## config.mk

```make
export PLATFORM = sky130hd
export DESIGN_NAME = exe_stage
export DESIGN_NICKNAME = d
export VERILOG_FILES = /design/src/rtl/exe_stage.sv
export SDC_FILE = /design/constraint.sdc
export NUM_CORES = 1
export LEC_CHECK = 0
export ABC_AREA = 1
export BUFFER_PORTS_ARGS = -buffer_cell sky130_fd_sc_hd__buf_4
export CAP_MARGIN = 20
export CORE_MARGIN = 4
export CORE_UTILIZATION = 34
export DETAILED_ROUTE_END_ITERATION = 10
export SETUP_SLACK_MARGIN = 0.15
export SYNTH_ARGS = -nofsm -noshare
export SYNTH_HDL_FRONTEND = slang
export SYNTH_SLANG_ARGS = --single-unit
```

## constraint.sdc

```tcl
create_clock -name clk -period 4.8 [get_ports clk]
set_input_delay 0.72 -clock clk [delete_from_list [all_inputs] [get_ports clk]]
set_output_delay 0.72 -clock clk [all_outputs]
set_load 0.05 [all_outputs]
```

## src/rtl/exe_stage.sv

```systemverilog
// Execute stage: forwarding muxes, Val2 generator, ALU with NZCV flags, status register,
// branch target adder and the EXE/MEM output register.
// Optional feature: define MUL_EN to add a 32-iteration shift-add multiplier on opcode 1010.
module exe_stage #(
   parameter int unsigned WIDTH = 32
) (
   input  logic             clk,
   input  logic             rst,
   input  logic             freeze,
   input  logic [WIDTH-1:0] pc_in,
   input  logic             b_in,
   input  logic             s_in,
   input  logic             mem_r_en_in,
   input  logic             mem_w_en_in,
   input  logic             wb_en_in,
   input  logic             imm_in,
   input  logic [3:0]       exe_cmd_in,
   input  logic [3:0]       status_in,
   input  logic [23:0]      signed_imm_24_in,
   input  logic [11:0]      shift_operand_in,
   input  logic [3:0]       dest_in,
   input  logic [WIDTH-1:0] val_rn_in,
   input  logic [WIDTH-1:0] val_rm_in,
   input  logic [1:0]       fwd_sel_rn,
   input  logic [1:0]       fwd_sel_rm,
   input  logic [WIDTH-1:0] wb_value,
   output logic             branch_taken,
   output logic [WIDTH-1:0] branch_addr,
   output logic [3:0]       status_out,
   output logic [WIDTH-1:0] alu_res,
   output logic [WIDTH-1:0] st_val,
   output logic [3:0]       dest,
   output logic             wb_en,
   output logic             mem_r_en,
   output logic             mem_w_en,
   output logic             mul_busy
);

   localparam logic [3:0] OpMov = 4'b0001;
   localparam logic [3:0] OpAdd = 4'b0010;
   localparam logic [3:0] OpAdc = 4'b0011;
   localparam logic [3:0] OpSub = 4'b0100;
   localparam logic [3:0] OpSbc = 4'b0101;
   localparam logic [3:0] OpAnd = 4'b0110;
   localparam logic [3:0] OpOrr = 4'b0111;
   localparam logic [3:0] OpEor = 4'b1000;
   localparam logic [3:0] OpMvn = 4'b1001;

   logic [WIDTH-1:0] alu_res_q, st_val_q;
   logic [3:0]       dest_q, status_q;
   logic             wb_en_q, mem_r_en_q, mem_w_en_q;

   logic [WIDTH-1:0] rn_f, rm_f, val2;
   logic [WIDTH-1:0] alu_out, exe_res;
   logic             alu_c, alu_v;
   logic [3:0]       flags;
   logic             mul_done;
   logic [WIDTH-1:0] mul_res;
   logic             pipe_load;

   // Branch target is purely combinational so fetch can redirect in the same cycle.
   assign branch_taken = b_in;
   assign branch_addr  = pc_in + {{6{signed_imm_24_in[23]}}, signed_imm_24_in, 2'b00};

   // Operand forwarding; select 01 reads back the held EXE/MEM result.
   always_comb begin
      rn_f = val_rn_in;
      rm_f = val_rm_in;
      case (fwd_sel_rn)
         2'b01:   rn_f = alu_res_q;
         2'b10:   rn_f = wb_value;
         default: rn_f = val_rn_in;
      endcase
      case (fwd_sel_rm)
         2'b01:   rm_f = alu_res_q;
         2'b10:   rm_f = wb_value;
         default: rm_f = val_rm_in;
      endcase
   end

   // Val2: memory offset, rotated immediate, or shifted register.
   logic [4:0]       sh_amt;
   logic [4:0]       rot_amt;
   logic [WIDTH-1:0] imm32;
   logic [WIDTH-1:0] asr_val;

   assign sh_amt  = shift_operand_in[11:7];
   assign rot_amt = {shift_operand_in[11:8], 1'b0};
   assign imm32   = {24'b0, shift_operand_in[7:0]};
   assign asr_val = $signed(rm_f) >>> sh_amt;

   // A rotate of 0 shifts the left half by 32, which yields 0 and passes the value through.
   always_comb begin
      val2 = rm_f;
      if (mem_r_en_in || mem_w_en_in) begin
         val2 = {20'b0, shift_operand_in};
      end else if (imm_in) begin
         val2 = (imm32 >> rot_amt) | (imm32 << (6'd32 - {1'b0, rot_amt}));
      end else begin
         case (shift_operand_in[6:5])
            2'b00:   val2 = rm_f << sh_amt;
            2'b01:   val2 = rm_f >> sh_amt;
            2'b10:   val2 = asr_val;
            default: val2 = (rm_f >> sh_amt) | (rm_f << (6'd32 - {1'b0, sh_amt}));
         endcase
      end
   end

   // ALU; C and V default to the decode-time snapshot for non-arithmetic ops.
   logic [WIDTH:0] add_sum, sub_diff;
   logic           add_cin, sub_bin;

   assign add_cin  = (exe_cmd_in == OpAdc) ? status_in[1] : 1'b0;
   assign sub_bin  = (exe_cmd_in == OpSbc) ? ~status_in[1] : 1'b0;
   assign add_sum  = {1'b0, rn_f} + {1'b0, val2} + {{WIDTH{1'b0}}, add_cin};
   assign sub_diff = {1'b0, rn_f} - {1'b0, val2} - {{WIDTH{1'b0}}, sub_bin};

   always_comb begin
      alu_out = '0;
      alu_c   = status_in[1];
      alu_v   = status_in[0];
      case (exe_cmd_in)
         OpMov: alu_out = val2;
         OpMvn: alu_out = ~val2;
         OpAdd, OpAdc: begin
            alu_out = add_sum[WIDTH-1:0];
            alu_c   = add_sum[WIDTH];
            alu_v   = (rn_f[WIDTH-1] == val2[WIDTH-1]) &&
                      (add_sum[WIDTH-1] != rn_f[WIDTH-1]);
         end
         OpSub, OpSbc: begin
            alu_out = sub_diff[WIDTH-1:0];
            alu_c   = ~sub_diff[WIDTH];
            alu_v   = (rn_f[WIDTH-1] != val2[WIDTH-1]) &&
                      (sub_diff[WIDTH-1] != rn_f[WIDTH-1]);
         end
         OpAnd: alu_out = rn_f & val2;
         OpOrr: alu_out = rn_f | val2;
         OpEor: alu_out = rn_f ^ val2;
         default: alu_out = '0;
      endcase
   end

   // Result and flags presented to the pipeline register; a finished multiply overrides the ALU.
   always_comb begin
      exe_res = alu_out;
      flags   = {alu_out[WIDTH-1], (alu_out == '0), alu_c, alu_v};
      if (mul_done) begin
         exe_res = mul_res;
         flags   = {mul_res[WIDTH-1], (mul_res == '0), status_q[1:0]};
      end
   end

`ifdef MUL_EN
   localparam logic [3:0] OpMul = 4'b1010;

   typedef enum logic [1:0] {StIdle, StBusy, StDone} mul_state_e;

   mul_state_e       state_q, state_d;
   logic [4:0]       cnt_q, cnt_d;
   logic [WIDTH-1:0] mcand_q, mcand_d;
   logic [WIDTH-1:0] mplier_q, mplier_d;
   logic [WIDTH-1:0] acc_q, acc_d;
   logic             busy;

   // Multiplier state and datapath registers.
   always_ff @(posedge clk or posedge rst) begin
      if (rst) begin
         state_q  <= StIdle;
         cnt_q    <= '0;
         mcand_q  <= '0;
         mplier_q <= '0;
         acc_q    <= '0;
      end else begin
         state_q  <= state_d;
         cnt_q    <= cnt_d;
         mcand_q  <= mcand_d;
         mplier_q <= mplier_d;
         acc_q    <= acc_d;
      end
   end

   // Shift-add sequencing; freeze holds every register in place.
   always_comb begin
      state_d  = state_q;
      cnt_d    = cnt_q;
      mcand_d  = mcand_q;
      mplier_d = mplier_q;
      acc_d    = acc_q;
      busy     = 1'b0;
      mul_done = 1'b0;
      case (state_q)
         StIdle: begin
            if (exe_cmd_in == OpMul) begin
               busy = 1'b1;
               if (!freeze) begin
                  mcand_d  = rn_f;
                  mplier_d = val2;
                  acc_d    = '0;
                  cnt_d    = '0;
                  state_d  = StBusy;
               end
            end
         end
         StBusy: begin
            busy = 1'b1;
            if (!freeze) begin
               if (mplier_q[0]) acc_d = acc_q + mcand_q;
               mcand_d  = mcand_q << 1;
               mplier_d = mplier_q >> 1;
               if (cnt_q == 5'd31) begin
                  cnt_d   = '0;
                  state_d = StDone;
               end else begin
                  cnt_d = cnt_q + 5'd1;
               end
            end
         end
         StDone: begin
            mul_done = 1'b1;
            if (!freeze) state_d = StIdle;
         end
         default: state_d = StIdle;
      endcase
   end

   assign mul_busy = busy;
   assign mul_res  = acc_q;
`else
   assign mul_busy = 1'b0;
   assign mul_done = 1'b0;
   assign mul_res  = '0;
`endif

   assign pipe_load = !freeze && !mul_busy;

   // EXE/MEM pipeline register.
   always_ff @(posedge clk or posedge rst) begin
      if (rst) begin
         alu_res_q  <= '0;
         st_val_q   <= '0;
         dest_q     <= '0;
         wb_en_q    <= 1'b0;
         mem_r_en_q <= 1'b0;
         mem_w_en_q <= 1'b0;
      end else if (pipe_load) begin
         alu_res_q  <= exe_res;
         st_val_q   <= rm_f;
         dest_q     <= dest_in;
         wb_en_q    <= wb_en_in;
         mem_r_en_q <= mem_r_en_in;
         mem_w_en_q <= mem_w_en_in;
      end
   end

   // Architectural NZCV register, written only by flag-setting instructions.
   always_ff @(posedge clk or posedge rst) begin
      if (rst) begin
         status_q <= '0;
      end else if (s_in && pipe_load) begin
         status_q <= flags;
      end
   end

   assign status_out = status_q;
   assign alu_res    = alu_res_q;
   assign st_val     = st_val_q;
   assign dest       = dest_q;
   assign wb_en      = wb_en_q;
   assign mem_r_en   = mem_r_en_q;
   assign mem_w_en   = mem_w_en_q;

endmodule

```

Word level (Yosys, flattened, before mapping)
Index checks and enable logic that the tools add are counted.
{"block": "classes", "muxes": 10, "n_eq_ne": 19, "addsub": 7, "n_reduce_logical": 9, "bitwise_logic": 8, "n_shift": 6}
{"operator": "$pmux 32 s7", "count": 1}
{"operator": "$pmux 32 s2", "count": 2}
{"operator": "$or 32x32->32", "count": 3}
{"operator": "$pmux 32 s3", "count": 1}
{"operator": "$mux 32", "count": 2}
{"operator": "$add 32x32->33", "count": 1}
{"operator": "$add 33x1->33", "count": 1}
{"operator": "$sub 32x32->33", "count": 1}
{"operator": "$sub 33x1->33", "count": 1}
{"operator": "$add 32x32->32", "count": 1}
{"operator": "$and 32x32->32", "count": 1}
{"operator": "$logic_not 32->1", "count": 1}
{"operator": "$not 32->32", "count": 1}
{"operator": "$shl 32x5->32", "count": 1}
{"operator": "$shl 32x6->32", "count": 1}
{"operator": "$shl 8x6->32", "count": 1}
{"operator": "$shr 32x5->32", "count": 1}
{"operator": "$shr 8x5->32", "count": 1}
{"operator": "$sshr 32x5->32", "count": 1}
{"operator": "$xor 32x32->32", "count": 1}
{"operator": "$eq 4x3->1 const B", "count": 4}
{"operator": "$sub 6x5->6 const A", "count": 2}
{"operator": "$eq 4x2->1 const B", "count": 2}
{"operator": "$eq 4x4->1 const B", "count": 2}
{"operator": "13 further kinds", "count": 25}
{"block": "word_totals", "register_bits": 75, "word_cells": 66, "in_bits": 189, "output_inout_bits": 109}

Longest topological paths before layout
Gate-level depths: netlist (run 1).
{"block": "logic_depth", "depth_word": 12, "ltp_mapped": 45, "depth_no_buf": 43}

Worst setup path before layout (run 1)
OpenSTA, ideal clock, no wires.
{"block": "synth_timing", "path_kind": "input -> register", "start": "input shift_operand_in[9]", "end": "register status_q[2] (netlist: status_out[2])", "setup_ns": 0.066, "required_ns": 4.734, "stages": 40, "arrival_ns": 5.057, "slack_ns": -0.323, "path_buffers": 3, "cell_sequence": "buf_4 > inv_1 > buf_4 > buf_2 > ha_1 > inv_2 > nor2_2 > nand2_1 > nor2_1 > inv_1 > nand2_2 > inv_2 > nand3_1 > nor2_1 > nor2_1 > o2111ai_1 > nand2_1 > nand2_1 > [... 4 more ...] > nand4_1 > o211ai_1 > nand2_1 > nand2_1 > nand2_1 > nand2_1 > nand2_1 > nand3b_1 > nand2_1 > nor2_1 > nand3_1 > nor2_1 > nand2_1 > nor2_1 > nand3_1 > nor2_1 > nand2_1 > nand2_1"}
{"block": "synth_via", "elab_chain_len": 10, "word_cells_on_any_way": 23, "cone_classes": "6 x add/sub; 6 x shift; 4 x mux; 6 x bitwise; 1 x reduce/logical"}
{"item": "start: declaration", "line_no": "20", "text": "input logic [11:0] shift_operand_in,"}
{"item": "$sub 6x5->6", "line_no": "104", "text": "default: val2 = (rm_f >> sh_amt) | (rm_f << (6'd32 - {1'b0, sh_amt}));"}
{"item": "$shl 32x6->32", "line_no": "104"}
{"item": "$or 32x32->32", "line_no": "104"}
{"item": "$pmux 32 s3", "line_no": "100", "text": "case (shift_operand_in[6:5])"}
{"item": "$mux 32", "line_no": "97", "text": "end else if (imm_in) begin"}
{"item": "$mux 32 *", "line_no": "95", "text": "if (mem_r_en_in || mem_w_en_in) begin"}
{"item": "$sub 32x32->33 / $add 32x32->33 (equally long branches)", "line_no": "116, 115"}
{"item": "$sub 33x1->33 / $add 33x1->33 (equally long branches)", "line_no": "116, 115"}
{"item": "$pmux 32 s7 *", "line_no": "122", "text": "case (exe_cmd_in)"}
{"item": "$logic_not 32->1 *", "line_no": "147", "text": "flags = {alu_out[WIDTH-1], (alu_out == '0), alu_c, alu_v};"}
{"item": "end signal: assignment", "line_no": "261", "text": "status_q <= flags;"}
{"item": "end: declaration", "line_no": "50", "text": "logic [3:0] dest_q, status_q;"}
Mark *: on every way between the ends. The rest lies on a longest branch, timed or not.
A chain may end at the register's enable or synchronous reset.

Worst setup path in the final report (run 1)
{"block": "layout_timing", "start": "input fwd_sel_rm[0]", "end": "register alu_res_q[24] (netlist: alu_res[24])"}
{"block": "layout_via", "elab_chain_len": 10, "word_cells_on_any_way": 20, "cone_classes": "4 x add/sub; 2 x eq/ne; 4 x shift; 5 x mux; 5 x bitwise"}
{"item": "start: declaration", "line_no": "25", "text": "input logic [1:0] fwd_sel_rm,"}
{"item": "$eq 2x2->1 / $eq 2x1->1 (equally long branches)", "line_no": "74", "text": "case (fwd_sel_rm)"}
{"item": "$pmux 32 s2 *", "line_no": "74"}
{"item": "$shl 32x6->32 / $shr 32x5->32 (equally long branches)", "line_no": "104, 102"}
{"item": "$or 32x32->32", "line_no": "104"}
{"item": "$pmux 32 s3 *", "line_no": "100"}
{"item": "$mux 32 *", "line_no": "97"}
{"item": "$mux 32 *", "line_no": "95"}
{"item": "$sub 32x32->33 / $add 32x32->33 (equally long branches)", "line_no": "116, 115"}
{"item": "$sub 33x1->33 / $add 33x1->33 (equally long branches)", "line_no": "116, 115"}
{"item": "$pmux 32 s7 *", "line_no": "122"}
{"item": "end signal: assignment", "line_no": "247", "text": "alu_res_q <= exe_res;"}
{"item": "end: declaration", "line_no": "49", "text": "logic [WIDTH-1:0] alu_res_q, st_val_q;"}
Marks and branches as above.

==> flow_metrics.env, run 1 <==
export IMPL_cts_buffer_depth=2
export IMPL_ctsHoldBuffers=0
export IMPL_mappedNetlistArea_mm2=0.0194
export IMPL_timing_fmax_ghz=0.181
export IMPL_cts_max_level=3
export IMPL_hp_class="flop to flop"
export IMPL_synth_cells=3471
export IMPL_yosys_top_cells_count="nand2_1, nand3_1, inv_1, nor2_1, a21oi_1"
export IMPL_ys_warn_count=0
export IMPL_use_met1_pct=46.7
export IMPL_nets=4927
export IMPL_yosysMostFrequentCell="nand2_1"
export IMPL_die_w_um=247
export IMPL_grt_max_degree=62
export IMPL_slowest_delay_ns=0.29
export IMPL_dpl_worst_slack_ns=-1.91
export IMPL_root_buffer="clkbuf_16"
export IMPL_io_pins=298
export IMPL_core_area_mm2=0.0564
export IMPL_violations="setup timing"
export IMPL_area_growth_synth_to_final_pct=66.3
export IMPL_ys_seq_area_share_pct=9.69
export IMPL_busiest_layer="met2"
export IMPL_wl_um=121000
export IMPL_period_share_pct=115
export IMPL_worst_pin_slew_ns=0.859
export IMPL_dpl_hpwl_um=100000
export IMPL_crit_type="input port to flop"
export IMPL_antenna_left=0
export IMPL_port_buffers=288
export IMPL_ys_ff_latch=75
export IMPL_holdWs_ns=0.484
export IMPL_min_period_ns=5.53
export IMPL_first_pass_iters=6
export IMPL_synth_top_area_share_pct=20.4
export IMPL_skew_ns=0.0170
export IMPL_maxCapViolCount=0
export IMPL_grt_met2_usage_pct=63.4
export IMPL_grt_pass1_vias=27600
export IMPL_ys_top_cells_by_area="nand2_1, nand3_1, ha_1"
export IMPL_drtIter0Drc=2604
export IMPL_p_per_area_mw_per_mm2=259
export IMPL_vias=29100
export IMPL_critPathArrivalTime_ns=5.78
export IMPL_setup_viol_count_final=31
export IMPL_slew_headroom_pct=42.7
export IMPL_cp_end_kind="flop"
export IMPL_drc=0
export IMPL_cts_tree="done"
export IMPL_peakVddDrop_v=0.000224
export IMPL_clkTransAtPathRegs_ns=0.07
export IMPL_antenna_found_initial=1
export IMPL_setup_ws_ns=-0.728
export IMPL_cts_num_sinks=75
export IMPL_ys_types=64
export IMPL_async_flop_share_pct=100
export IMPL_wl_per_cell_um=22.7
export IMPL_path_max_fanout=8
export IMPL_drive_above_1_share_pct=42.3
export IMPL_outcome="finished, violations left"
export IMPL_worst_ep_required_time_ns=5.06
export IMPL_critPathLaunchType="input port"
export IMPL_design_area_mm2=0.0322
export IMPL_syn_mean_instance_area_um2=5.58
export IMPL_use_met3_pct=4.08
export IMPL_ys_dominant_reg_cell="dfrtp_1"
export IMPL_synth_edff_count=0
export IMPL_p_leak_nw=16.6
export IMPL_grt_usage_pct=37.7
export IMPL_syn_nets=3825
export IMPL_initial_core_util_pct=34.4
export IMPL_num_rows=87
export IMPL_clk_latency_ns=0.37
export IMPL_placed_cell_area_mm2=0.0293
export IMPL_numCtsBuffers=9
export IMPL_gp_congestion=1.03
export IMPL_synth_area_leader_cell="nand2_1"
export IMPL_finalPower_mw=8.36
export IMPL_via_per_inst=5.45
export IMPL_finish_utilization_pct=57.1
export IMPL_final_hold_violation_count=0
export IMPL_dieHeight_um=247
export IMPL_maxSlewViolCount=0
export IMPL_critPathSlowestCell="ha_4"
export IMPL_grt_pass1_wl_um=172000
export IMPL_overflow=0
export IMPL_rsz0062_at_grt="true"
export IMPL_fp_dieArea_mm2=0.0609
-- sequential cells by signal (all words and copies together) (netlist names) --
register,cells
alu_res,32
dest,4
st_val,32
mem_r_en,1
mem_w_en,1
wb_en,1
status_out,4
-- timing repair --
item | 4_1_cts | 5_1_grt
gates resized for setup | 310 | 242
cloned | 2 | 1
pin swaps | 116 | 122
buffers inserted | 47 | 24
hold endpoints to repair | 0 | 0
setup endpoints to repair | 35 | 35
-- final timing paths --
kind	to	cells after the start	from	slack [ns]
setup / recovery	alu_res[24]	42	fwd_sel_rm[0]	-0.73
hold / removal	dest[3]	2	dest[3]	0.48
setup reg to reg	alu_res[24]	37	alu_res[10]	-0.18
hold reg to reg	dest[3]	2	dest[3]	0.48
max in group asynchronous	alu_res[18]	3	rst	3.30
min in group asynchronous	st_val[27]	2	rst	0.51
-- critical path, delay by kind of cell --
kind | cells | cell delay, ns
AOI/OAI and AO/OA | 4 | 0.55
buffers and inverters | 13 | 1.38
adders and majority gates | 3 | 0.80
and+or+nand+nor | 22 | 2.31
-- power by group --
group	internal (mW)	switching, mW	total (mW)
clock	0.413	0.310	0.723
combinational	2.86	3.98	6.83
sequential	0.729	0.0722	0.801
-- area by class of cell --
cell class / instances / area [µm²]
Antenna cell: 2 / 5.00
Fill cell: 5792 / 24200
Inverter: 318 / 1210
Clock inverter: 5 / 53.8
Tap cell: 756 / 946
Clock buffer: 10 / 239
Timing Repair Buffer: 1254 / 9920
Sequential cell: 75 / 1880
Multi-Input combinational cell: 2915 / 18000
-- through the flow --
stage               cells  setup TNS (ns)
floorplan            3471               0
global route         5334          -17.83
detailed placement   5244          -38.91
CTS                  5308           -9.63
finish               5335          -11.13
global placement     5244          -38.77
-- cell families after synthesis --
family                     synth area share [%]
AOI/OAI and AO/OA                          17.9
xor gates and xnor gates                   1.76
adders and majority gates                  10.8
buffers and inverters                      10.4
DFF                                        9.69
muxes                                    0.0517
other                                    0.0194
and+or+nand+nor                            49.3
-- routing by layer --
layer,vias up,share of wire [%]
li1,13700,-
met1,13600,39
met2,1374,46
met3,339,6.9
met4,0,7.5
met5,-,0
-- cell usage in the layout, fill, tap and decap left out, types with 29 or more instances in the layout --
cell type,count
a21oi_2,30
dfrtp_1,75
buf_4,1195
nand4_1,31
a21oi_1,167
a221o_1,31
o21ai_1,68
inv_2,55
inv_1,256
buf_12,29
ha_1,108
ha_4,50
nand3_2,107
nand2_1,912
nand2_2,189
nor2_2,39
nand3_1,415
o21ai_0,153
nor2_1,231
nand2_4,72
(Power assumes the default switching activity.)
==> inputs of run 2 (changes only) <==
BUFFER_PORTS_ARGS = -buffer_cell sky130_fd_sc_hd__buf_2   (was -buffer_cell sky130_fd_sc_hd__buf_4)
MAX_ROUTING_LAYER = met4   (was default)
==> run 2 against run 1 <==
Net effect:
- the flow still finishes with violations (setup timing)
- count of clock-buffer cells in the layout unchanged
- hold slack got worse by 0.097 ns
- clock skew decreased by 0.010 ns
- critical path depth increased by 2
- non-clock buffer count increased by 26
- cell area increased by 2.1%
- setup slack got worse by 0.070 ns
- largest cell class unchanged
- total power increased by 5.4%
- via count increased by 2.7%
- maximum frequency decreased by 1.2%
- die area unchanged
- clock power increased by 23%
==> flow_metrics.env, run 2 (synthesized netlist as in run 1, its figures left out) <==
export IMPL_dieHeight_um=247
export IMPL_area_growth_synth_to_final_pct=69.7
export IMPL_cts_num_sinks=75
export IMPL_wl_um=123000
export IMPL_maxCapViolCount=0
export IMPL_drc=0
export IMPL_clkTransAtPathRegs_ns=0.07
export IMPL_clk_latency_ns=0.36
export IMPL_swShare_pct=51.9
export IMPL_dpl_worst_slack_ns=-1.79
export IMPL_worst_ep_required_time_ns=5.10
export IMPL_critPathLaunchType="input port"
export IMPL_skew_ns=0.00673
export IMPL_slew_headroom_pct=32.9
export IMPL_combPwrFrac_pct=80.9
export IMPL_finalPower_mw=8.81
export IMPL_num_rows=87
export IMPL_wl_per_cell_um=22.8
export IMPL_final_hold_violation_count=0
export IMPL_via_per_inst=5.57
export IMPL_vias=29900
export IMPL_power_switching_mw=4.57
export IMPL_overflow=0
export IMPL_initial_core_util_pct=34.4
export IMPL_grt_usage_pct=39.2
export IMPL_setup_viol_count_final=30
export IMPL_tns_ns=-12.73
export IMPL_first_pass_iters=6
export IMPL_p_per_area_mw_per_mm2=268
export IMPL_layout_common_cells="buf_4, nand2_1, nand3_1"
export IMPL_cts_max_level=3
export IMPL_antenna_left=0
export IMPL_io_pins=298
export IMPL_outcome="finished, violations left"
export IMPL_maxSlewViolCount=0
export IMPL_cpMostUsedCell="nand2_1"
export IMPL_cts_buffer_depth=2
export IMPL_dpl_hpwl_um=99200
export IMPL_slowest_delay_ns=0.31
export IMPL_critPathSlowestCell="ha_4"
export IMPL_p_leak_nw=16.9
export IMPL_grt_max_degree=81
export IMPL_violations="setup timing"
export IMPL_drtIter0Drc=3044
export IMPL_root_buffer="clkbuf_16"
export IMPL_peakVddDrop_v=0.000198
export IMPL_worst_pin_slew_ns=1.01
export IMPL_critPathArrivalTime_ns=5.90
export IMPL_port_buffers=288
export IMPL_drive_above_1_share_pct=45.6
export IMPL_fp_dieArea_mm2=0.0609
export IMPL_final_common_cell="buf_4"
export IMPL_p_int_mw=4.24
export IMPL_seq_power_share_pct=9.1
export IMPL_gp_congestion=1.07
export IMPL_die_w_um=247
export IMPL_cts_tree="done"
export IMPL_timing_fmax_ghz=0.179
export IMPL_setup_ws_ns=-0.797
export IMPL_period_share_pct=117
export IMPL_core_area_mm2=0.0564
export IMPL_cp_end_kind="flop"
export IMPL_grt_pass1_wl_um=175000
export IMPL_min_period_ns=5.60
export IMPL_antenna_found_initial=5
export IMPL_clkPwrFrac_pct=10.1
export IMPL_numCtsBuffers=9
export IMPL_crit_type="input port to flop"
export IMPL_path_max_fanout=10
export IMPL_grt_pass1_vias=28400
export IMPL_rsz0062_at_grt="true"
export IMPL_nets=4957
export IMPL_hp_class="input port to asynchronous set/reset pin"
-- run 2: per-layer routing --
metal  global-route usage [%]  vias up  wire length [µm]
met5                        -        -                 0
met4                     23.5        0              9670
met3                     4.76      443              9590
met2                     63.4     1584             55900
met1                     46.9    14000             47400
li1                         -    13800                 -
-- run 2: stage by stage --
step	area, µm²	hold slack, ns	utilization [%]	cells
global placement	28500	0.460	50.5	5225
finish	32900	0.388	58.3	5369
CTS	31500	0.407	55.8	5322
global route	32900	0.441	58.3	5367
detailed placement	28500	0.466	50.5	5225
floorplan	20000	0.756	-	3471
-- run 2: final cells by class --
| type | instances | area (µm²) |
|---|---|---|
| tap | 756 | 946 |
| sequential | 75 | 1880 |
| antenna | 5 | 12.5 |
| multi-input combinational | 2915 | 18700 |
| timing repair inverter | 4 | 45.0 |
| clock buffer | 10 | 239 |
| clock inverter | 6 | 136 |
| fill | 5579 | 23500 |
| inverter | 318 | 1230 |
| timing repair buffer | 1280 | 9670 |
-- run 2: worst paths after layout --
| path | cells past startpoint | slack, ns | startpoint | to |
|---|---|---|---|---|
| setup / recovery | 44 | -0.80 | fwd_sel_rm[0] | status_out[2] |
| hold / removal | 2 | 0.39 | rst | st_val[30] |
| setup reg to reg | 39 | -0.21 | alu_res[23] | status_out[2] |
| hold reg to reg | 2 | 0.48 | dest[2] | dest[2] |
| max in group asynchronous | 3 | 3.36 | rst | alu_res[22] |
| min in group clk | 2 | 0.48 | dest[2] | dest[2] |
-- run 2: critical path, delay by kind of cell --
family                   cells  cell delay (ns)
AO/OA/AOI/OAI                4             0.58
adder cells (fa/ha/maj)      3             0.81
buffers and inverters        9             0.98
AND/OR/NAND/NOR             28             2.78
-- run 2: power groups by stage --
stage | Combinational [mW] | Sequential [mW] | Clock, mW
3_3_place_gp | 5.79 | 0.800 | 0
5_1_grt | 7.50 | 0.805 | 0.913
4_1_cts | 6.53 | 0.793 | 0.888
3_5_place_dp | 5.79 | 0.802 | 0
6_report | 7.12 | 0.800 | 0.886
2_1_floorplan | 2.72 | 1.15 | 0
-- run 2: timing repair --
item                       in CTS  in global routing
setup buffers                  74                 42
pin swaps                     171                139
setup endpoints to repair      36                 37
hold buffers                    0                  0
cloned                          7                  0
resized for setup             515                279
hold endpoints to repair        0                  0
